--- src/rtl/ivs_sched_pkg.sv ---
// Shared constants for the round-robin grant scheduler: state encoding, defaults and
// index-width helper.
package ivs_sched_pkg;

  localparam logic [0:0] StIdle = 1'b0;
  localparam logic [0:0] StOwn  = 1'b1;

  localparam int unsigned DefaultN       = 32;
  localparam int unsigned DefaultHoldMax = 0;

  function automatic int unsigned idx_width(input int unsigned n);
    return (n <= 2) ? 1 : $clog2(n);
  endfunction

  localparam int unsigned DefaultIdxW = idx_width(DefaultN);

endpackage

--- src/rtl/ivs_first_one_enc.sv ---
// Lowest-set-bit priority encoder: returns the index of the least significant set bit of
// vec_i and whether any bit is set.
module ivs_first_one_enc #(
  parameter int unsigned N     = 32,
  parameter int unsigned IDX_W = 5
) (
  input  logic [N-1:0]     vec_i,
  output logic [IDX_W-1:0] idx_o,
  output logic             vld_o
);

  // Scan from the top so the lowest set bit is the last one written.
  always_comb begin
    idx_o = '0;
    vld_o = 1'b0;
    for (int i = N - 1; i >= 0; i--) begin
      if (vec_i[i]) begin
        idx_o = IDX_W'(i);
        vld_o = 1'b1;
      end
    end
  end

endmodule

--- src/rtl/ivs_rr_grant_sched.sv ---
// Round-robin grant scheduler sharing one resource among N requesters, with an optional
// hold limit. Define IVS_RR_SCHED_B2B_EN to hand the grant over without an idle bubble.
module ivs_rr_grant_sched
  import ivs_sched_pkg::*;
#(
  parameter int unsigned N        = DefaultN,
  parameter int unsigned IDX_W    = DefaultIdxW,
  parameter int unsigned HOLD_MAX = DefaultHoldMax
) (
  input  logic             clk,
  input  logic             rst_n,
  input  logic [N-1:0]     req,
  input  logic             rel,
  output logic             gnt_vld,
  output logic [IDX_W-1:0] gnt_idx,
  output logic [N-1:0]     gnt_oh,
  output logic             gnt_new,
  output logic             forced_rel
);

  localparam int unsigned      CntW   = (HOLD_MAX > 2) ? $clog2(HOLD_MAX) : 1;
  localparam logic [CntW-1:0]  CntMax = CntW'((HOLD_MAX > 0) ? HOLD_MAX - 1 : 0);

  logic [0:0]       state_q, state_d;
  logic [IDX_W-1:0] ptr_q, ptr_d;
  logic [IDX_W-1:0] gnt_idx_q, gnt_idx_d;
  logic [N-1:0]     gnt_oh_q, gnt_oh_d;
  logic             gnt_new_q, gnt_new_d;
  logic [CntW-1:0]  cnt_q, cnt_d;

  logic             owning;
  logic             expire;
  logic             release_now;
  logic [IDX_W-1:0] nxt_ptr;
  logic [N-1:0]     sel_req;
  logic [IDX_W-1:0] sel_ptr;
  logic [N-1:0]     ptr_mask;
  logic [N-1:0]     masked;
  logic [IDX_W-1:0] m_idx, f_idx, sel_idx;
  logic             m_vld, f_vld;
  logic [N-1:0]     sel_oh;

  assign owning      = (state_q == StOwn);
  assign expire      = (HOLD_MAX != 0) && (cnt_q == CntMax);
  assign release_now = owning && (rel || expire);
  assign nxt_ptr     = (gnt_idx_q == IDX_W'(N - 1)) ? '0 : gnt_idx_q + IDX_W'(1);

`ifdef IVS_RR_SCHED_B2B_EN
  // While owning, the encoders look ahead for the successor, skipping the current owner.
  assign sel_req = owning ? (req & ~gnt_oh_q) : req;
  assign sel_ptr = owning ? nxt_ptr : ptr_q;
`else
  assign sel_req = req;
  assign sel_ptr = ptr_q;
`endif

  always_comb begin
    ptr_mask = '0;
    for (int i = 0; i < N; i++) begin
      ptr_mask[i] = (i >= int'(sel_ptr));
    end
  end

  assign masked = sel_req & ptr_mask;

  ivs_first_one_enc #(
    .N     (N),
    .IDX_W (IDX_W)
  ) u_enc_masked (
    .vec_i (masked),
    .idx_o (m_idx),
    .vld_o (m_vld)
  );

  ivs_first_one_enc #(
    .N     (N),
    .IDX_W (IDX_W)
  ) u_enc_full (
    .vec_i (sel_req),
    .idx_o (f_idx),
    .vld_o (f_vld)
  );

  assign sel_idx = m_vld ? m_idx : f_idx;
  assign sel_oh  = {{(N - 1){1'b0}}, 1'b1} << sel_idx;

  always_comb begin
    state_d   = state_q;
    ptr_d     = ptr_q;
    gnt_idx_d = gnt_idx_q;
    gnt_oh_d  = gnt_oh_q;
    gnt_new_d = 1'b0;
    cnt_d     = cnt_q;
    unique case (state_q)
      StIdle: begin
        if (f_vld) begin
          state_d   = StOwn;
          gnt_idx_d = sel_idx;
          gnt_oh_d  = sel_oh;
          gnt_new_d = 1'b1;
          cnt_d     = '0;
        end
      end
      StOwn: begin
        if (release_now) begin
          state_d   = StIdle;
          ptr_d     = nxt_ptr;
          gnt_idx_d = '0;
          gnt_oh_d  = '0;
          cnt_d     = '0;
`ifdef IVS_RR_SCHED_B2B_EN
          if (f_vld) begin
            state_d   = StOwn;
            gnt_idx_d = sel_idx;
            gnt_oh_d  = sel_oh;
            gnt_new_d = 1'b1;
          end
`endif
        end else if ((HOLD_MAX != 0) && (cnt_q != CntMax)) begin
          cnt_d = cnt_q + CntW'(1);
        end
      end
      default: state_d = StIdle;
    endcase
  end

  always_ff @(posedge clk or negedge rst_n) begin
    if (!rst_n) begin
      state_q   <= StIdle;
      ptr_q     <= '0;
      gnt_idx_q <= '0;
      gnt_oh_q  <= '0;
      gnt_new_q <= 1'b0;
      cnt_q     <= '0;
    end else begin
      state_q   <= state_d;
      ptr_q     <= ptr_d;
      gnt_idx_q <= gnt_idx_d;
      gnt_oh_q  <= gnt_oh_d;
      gnt_new_q <= gnt_new_d;
      cnt_q     <= cnt_d;
    end
  end

  assign gnt_vld    = owning;
  assign gnt_idx    = gnt_idx_q;
  assign gnt_oh     = gnt_oh_q;
  assign gnt_new    = gnt_new_q;
  // rel wins over expiry, so a coincident release is never reported as forced.
  assign forced_rel = owning && expire && !rel;

endmodule

--- config.mk ---
export PLATFORM = sky130hd
export DESIGN_NAME = ivs_rr_grant_sched
export DESIGN_NICKNAME = d
export VERILOG_FILES = /design/src/rtl/ivs_sched_pkg.sv /design/src/rtl/ivs_first_one_enc.sv /design/src/rtl/ivs_rr_grant_sched.sv
export SDC_FILE = /design/constraint.sdc
export NUM_CORES = 1
export LEC_CHECK = 0
export ABC_AREA = 1
export BUFFER_PORTS_ARGS = -buffer_cell sky130_fd_sc_hd__buf_2
export CAP_MARGIN = 20
export CORE_MARGIN = 8
export CORE_UTILIZATION = 49
export CTS_BUF_LIST = sky130_fd_sc_hd__clkbuf_16
export CTS_CLUSTER_SIZE = 25
export DETAILED_ROUTE_END_ITERATION = 10
export PLACE_DENSITY = 0.74
export SYNTH_ARGS = -nofsm -noshare
export SYNTH_HDL_FRONTEND = slang
export SYNTH_SLANG_ARGS = --single-unit
--- constraint.sdc ---
create_clock -name clk -period 3.2 [get_ports clk]
set_input_delay 0.16 -clock clk [delete_from_list [all_inputs] [get_ports clk]]
set_output_delay 0.16 -clock clk [all_outputs]
set_load 0.02 [all_outputs]
# Word level (Yosys, flattened, before mapping)
# Cells that the tools add are included.
[word_totals]
register_bits = 44
input_bits = 35
out_inout_bits = 40
word_cells = 186
[op_classes]
addsub = 1
magnitude_cmp = 31
n_eq_ne = 3
n_shift = 1
n_mux = 140
bitwise = 2
reduce_logical = 3
[op_table]
columns = ["operator", "n"]
rows = [
  ["5-bit two-way mux", 68],
  ["5-bit greater-or-equal comparator, first input constant", 15],
  ["1-bit two-way mux", 67],
  ["32-bit two-way mux", 2],
  ["32-bit one-hot mux with 2 select lines", 1],
  ["4-bit by 5-bit greater-or-equal comparator with 1-bit output, first input constant", 8],
  ["32-bit AND", 1],
  ["1-bit by 5-bit left shift with 32-bit output, first input constant", 1],
  ["3-bit by 5-bit greater-or-equal comparator with 1-bit output, first input constant", 4],
  ["1-bit by 5-bit greater-or-equal comparator with 1-bit output, first input constant", 2],
  ["2-bit by 5-bit greater-or-equal comparator with 1-bit output, first input constant", 2],
  ["5-bit one-hot mux with 2 select lines", 1],
  ["5-bit by 1-bit adder with 5-bit output, second input constant", 1],
  ["5-bit equality test, second input constant", 1],
  ["2-bit AND reduction", 2],
  ["2-bit by 1-bit inequality test with 1-bit output, second input constant", 1],
  ["2-bit inequality test, second input constant", 1],
  ["1-bit one-hot mux with 2 select lines", 1],
  ["1-bit logical AND", 1],
  ["1-bit NOT", 1],
]

# Logic depth before layout (Yosys ltp)
[logic_depth]
depth_word = 38
depth_mapped = 34
depth_no_buf = 34

# Cells and area by module
# From an unflattened synthesis, not the netlist that was laid out.
[hier_totals]
cells_unflattened = 523
hier_area_um2 = 3224.3
[modules_own_cells]
columns = ["module", "instances", "cells_each", "area_each_um2", "seq_area_each_um2"]
rows = [
  ["ivs_rr_grant_sched", 1, 309, 2338.5, 1101.1],
  ["ivs_first_one_enc", 2, 107, 442.9, 0.0],
]

# Worst setup path after synthesis
# No wires, ideal clock.
[synth_timing]
path_type = "reg-to-reg"
start = "register ptr_q[1]"
end = "register gnt_oh_q[16] (netlist: gnt_oh[16])"
setup_time_ns = 0.066
arrival_time_ns = 2.235
required_time_ns = 3.134
path_slack_ns = 0.899
stages_incl_launch_ff = 23
n_path_buf = 0
period_less_slack_ns = 2.301
path_cell_list = "dfrtp_1 nor2_2 inv_2 nor2_4 nor2_2 a21oi_1 nor2_1 o21ai_1 nand2_1 nand2_1 nand2_1 nand2_1 nand2_1 a31oi_1 or2_1 nand2_1 a21oi_2 o21ai_4 inv_4 nand3_2 nor2_4 nand3_1 nand2_1"
[synth_between]
elab_chain_cells = 37
elab_cells_between_ends = 98
classes_between = "31 x order compare; 1 x shift; 65 x mux; 1 x bitwise"
[synth_lines]
columns = ["item", "line_no", "source"]
rows = [
  ["from (decl)", "ivs_rr_grant_sched.sv:25", "logic [IDX_W-1:0] ptr_q, ptr_d;"],
  ["from (signal assigned)", "ivs_rr_grant_sched.sv:137", "ptr_q <= ptr_d;"],
  ["5-bit greater-or-equal comparator", "ivs_rr_grant_sched.sv:60", "ptr_mask[i] = (i >= int'(sel_ptr));"],
  ["32-bit AND *", "ivs_rr_grant_sched.sv:64", "assign masked = sel_req & ptr_mask;"],
  ["5-bit two-way mux / 1-bit two-way mux (equally long branches) (31 in series)", "ivs_first_one_enc.sv:17", "if (vec_i[i]) begin"],
  ["5-bit two-way mux *", "ivs_rr_grant_sched.sv:84", "assign sel_idx = m_vld ? m_idx : f_idx;"],
  ["1-bit by 5-bit left shift with 32-bit output *", "ivs_rr_grant_sched.sv:85", "assign sel_oh = {{(N - 1){1'b0}}, 1'b1} << sel_idx;"],
  ["32-bit two-way mux *", "ivs_rr_grant_sched.sv:96", "if (f_vld) begin"],
  ["32-bit one-hot mux with 2 select lines *", "ivs_rr_grant_sched.sv:94", "unique case (state_q)"],
  ["to (signal assigned)", "ivs_rr_grant_sched.sv:139", "gnt_oh_q <= gnt_oh_d;"],
  ["to (decl)", "ivs_rr_grant_sched.sv:27", "logic [N-1:0] gnt_oh_q, gnt_oh_d;"],
]
# Mark *: on every way between the ends. The rest lies on a longest branch, timed or not. The select of a mux whose other input is x is not followed.
# A chain may end at the register's enable or synchronous reset.

# Final worst setup path
[layout_timing]
start = "register ptr_q[3]"
end = "register gnt_oh_q[3] (netlist: gnt_oh[3])"
# The elaborated chain is that of the path after synthesis.

==> reports/results.tsv <==
metric	value	unit
outcome	finished, final reports clean	
ys async rst share	100	%
Sink Count	44	
Critical Path RT	3.36	ns
unrepaired setup endpoints after global routing	false	
multi-input logic area	1700	sq um
Non-Filler Instances	644	
DR iter-0 viols	249	
Hold Path Stages	2	
CTS buffer count	5	
I/O Pins	75	
Mapped Cells	489	
top_reg_cell synth	dfrtp_1	
Crit Path Max Fanout	13	
r2r setup slk	0.26	ns
final period utilization	91.8	%
Area contributors post-synth	dfrtp_1 34%, nand2_1 14%, inv_1 9.8%	
DR vias	3425	
EDFF count, synth	0	
Seq/Total Area, Yosys	34.3	%
Syn. warnings	0	
# port buffers	73	
worst-margin pin slew	0.515	ns
Post-layout nets	603	
Mapped Avg Cell Area	6.57	sq um
worst path buffer plus inverter count	3	
initial antenna violation count	0	
DRC Markers	0	
reg2reg path depth	14	
PD cells	615	nW/um^2
WP depth	14	
Placed Cells	634	
cells along the critical path	inv_2, o21ai_0, nand3b_1, nand2_1, nor2_1, nand4_1, nor2_1, nand2_2, inv_1, nand2_1, o21ai_2, clkinvlp_4, nand4_1, o21bai_1	
1st-pass router iterations	5	
die footprint	9410	sq um
Setup CP Type	reg -> reg	
Fillers	599	
peak supply drop	417	uV
fmax	340	MHz
diode count	0	
mapped cell area	3210	sq um
Worst-path clk slew	0.06	ns
crit end category	flip-flop	
die width	97.0	microns
Slew headroom	65.4	%
Avg WL per Cell	15.2	microns
via/cell ratio	5.32	
gpl congestion	1.00	
largest net degree at the start of global routing	45	
fin crit period	2.94	ns
Root Driver	clkbuf_16	
Sequential Area	1100	sq um
Initial Utilization	50.6	%
core area	6350	sq um
Syn Nets	526	
total of max-cap violations	0	
maximum root-to-sink buffer count	2	
final setup fails	0	
Seq cells post-synth	44	
GRT Residual Overflow	0	
H-Tree Depth	2	
delay-heaviest family, CP	simple AND/OR/NAND/NOR gates	
Lkg Pwr	2.12	nW
hold slack final	0.0782	ns
vias in the first global route	3479	
layout cell share with drive strength beyond 1	22.0	%
Max Slew Vio Count	0	
TritonCTS clock tree	done	
row count	29	
Die Span Y	97.0	microns
area grow syn2layout	19.0	%
GRT Util Overall	21.2	%
area leader, netlist	dfrtp_1	
Crit-path slowest cell	dfrtp_1	
post-synth top area share	34.3	%
remaining antenna violation count after routing	0	
setup TNS	0	ns
Clock Latency Late Sink	0.28	ns
HP Class	in -> reg	
Final Hold Fails	0	
max incr delay on CP	0.61	ns
Final Skew	0.00528	ns
startpoint types	flip-flop	
synth unique cells	43	
HPWL reported at the end of detailed placement	7740	microns
final WL	9820	microns
Critical Path AT	3.10	ns
global-route wire length before repair	16800	microns
through the flow:
step	util [%]	worst slack (ns)	total power, mW	area, sq um
2_1_floorplan	-	0.899	1.51	3210
3_3_place_gp	57.4	0.316	1.81	3650
3_5_place_dp	57.4	0.293	1.84	3650
4_1_cts	59.7	0.273	2.35	3790
5_1_grt	60.3	0.00495	2.53	3830
6_report	60.3	0.262	2.35	3830
path summary, 6_finish.rpt:
kind,start,end
setup reg to reg,ptr_q[3],gnt_oh[3]
hold reg to reg,gnt_oh[20],gnt_oh[20]
min in group asynchronous,rst_n,gnt_oh[3]
hold / removal,rel,gnt_vld
max in group asynchronous,rst_n,ptr_q[4]
setup / recovery,ptr_q[3],gnt_oh[3]
timing repair:
item                                    CTS  global route
resized for setup                         0             3
buffers inserted                          0             0
hold endpoints to repair                  0             6
endpoints found under the setup margin    0            16
hold buffers                              0             1
report_power, final:
part / total [mW] / internal [mW] / switching [mW]
logic: 1.09 / 0.319 / 0.772
clock network: 0.506 / 0.288 / 0.218
registers: 0.757 / 0.643 / 0.114
total: 2.35 / 1.25 / 1.10
cell families (layout without fill, tap and decap cells):
logic type	Yosys count	in the layout	share of synthesized area, %
flip-flops	44	44	34.3
AO/OA/AOI/OAI	68	68	14.2
adder cells (fa/ha/maj)	2	2	0.778
other	1	1	0.117
AND/OR/NAND/NOR	269	269	37.1
XOR/XNOR	2	2	0.545
buffers and inverters	103	181	13.0
state kept, by name, indices dropped and copies added (netlist names):
signal	flops
gnt_idx	5
gnt_oh	32
ptr_q	5
gnt_vld	1
gnt_new	1
area by class of cell:
class | instances | area share (%)
clock buffers | 5 | 3.27
clock inverters | 3 | 0.458
inverters | 94 | 9.45
multi-input cells | 342 | 44.3
flip-flops and latches | 44 | 28.8
well taps | 77 | 2.52
repair buffers | 79 | 11.1
synthesized netlist by cell type (2+ instances only):
master,instances
buf_6,2
clkinv_1,2
nor3_1,10
a211oi_1,4
o22ai_1,4
nor4_1,4
dfrtp_1,44
nor2_2,7
nand3_1,30
a31oi_1,4
nor2_1,67
ha_1,2
nand3_2,2
buf_4,2
or2_1,2
nand4_1,9
inv_2,6
or2_2,2
a21oi_1,8
nand2_2,4
inv_1,84
o21ai_0,11
o21bai_1,18
clkbuf_1,3
nand2_1,124
o31ai_1,2
inv_4,2
nor2_4,4
buf_2,2
a21oi_2,4
o21ai_1,6
o21ai_2,3
routing by layer:
layer / vias to the layer above / GRT usage [%] / routed length, microns
met4: 0 / 7.69 / 236
met5: - / 0 / 0
met3: 25 / 3.91 / 736
met2: 154 / 33.1 / 4280
met1: 1559 / 28.5 / 4560
li1: 1687 / - / -
placed cells by master (no fill, tap or decap), types with 6 or more instances in the layout:
master    instances
buf_2            73
o21bai_1         18
nand2_1         124
a21oi_1           8
inv_1            83
o21ai_1           6
dfrtp_1          42
nand4_1           9
nand3_1          30
nor2_2            7
o21ai_0          11
nor3_1           10
nor2_1           67
inv_2             6
Power figures use the tool's default switching activity.
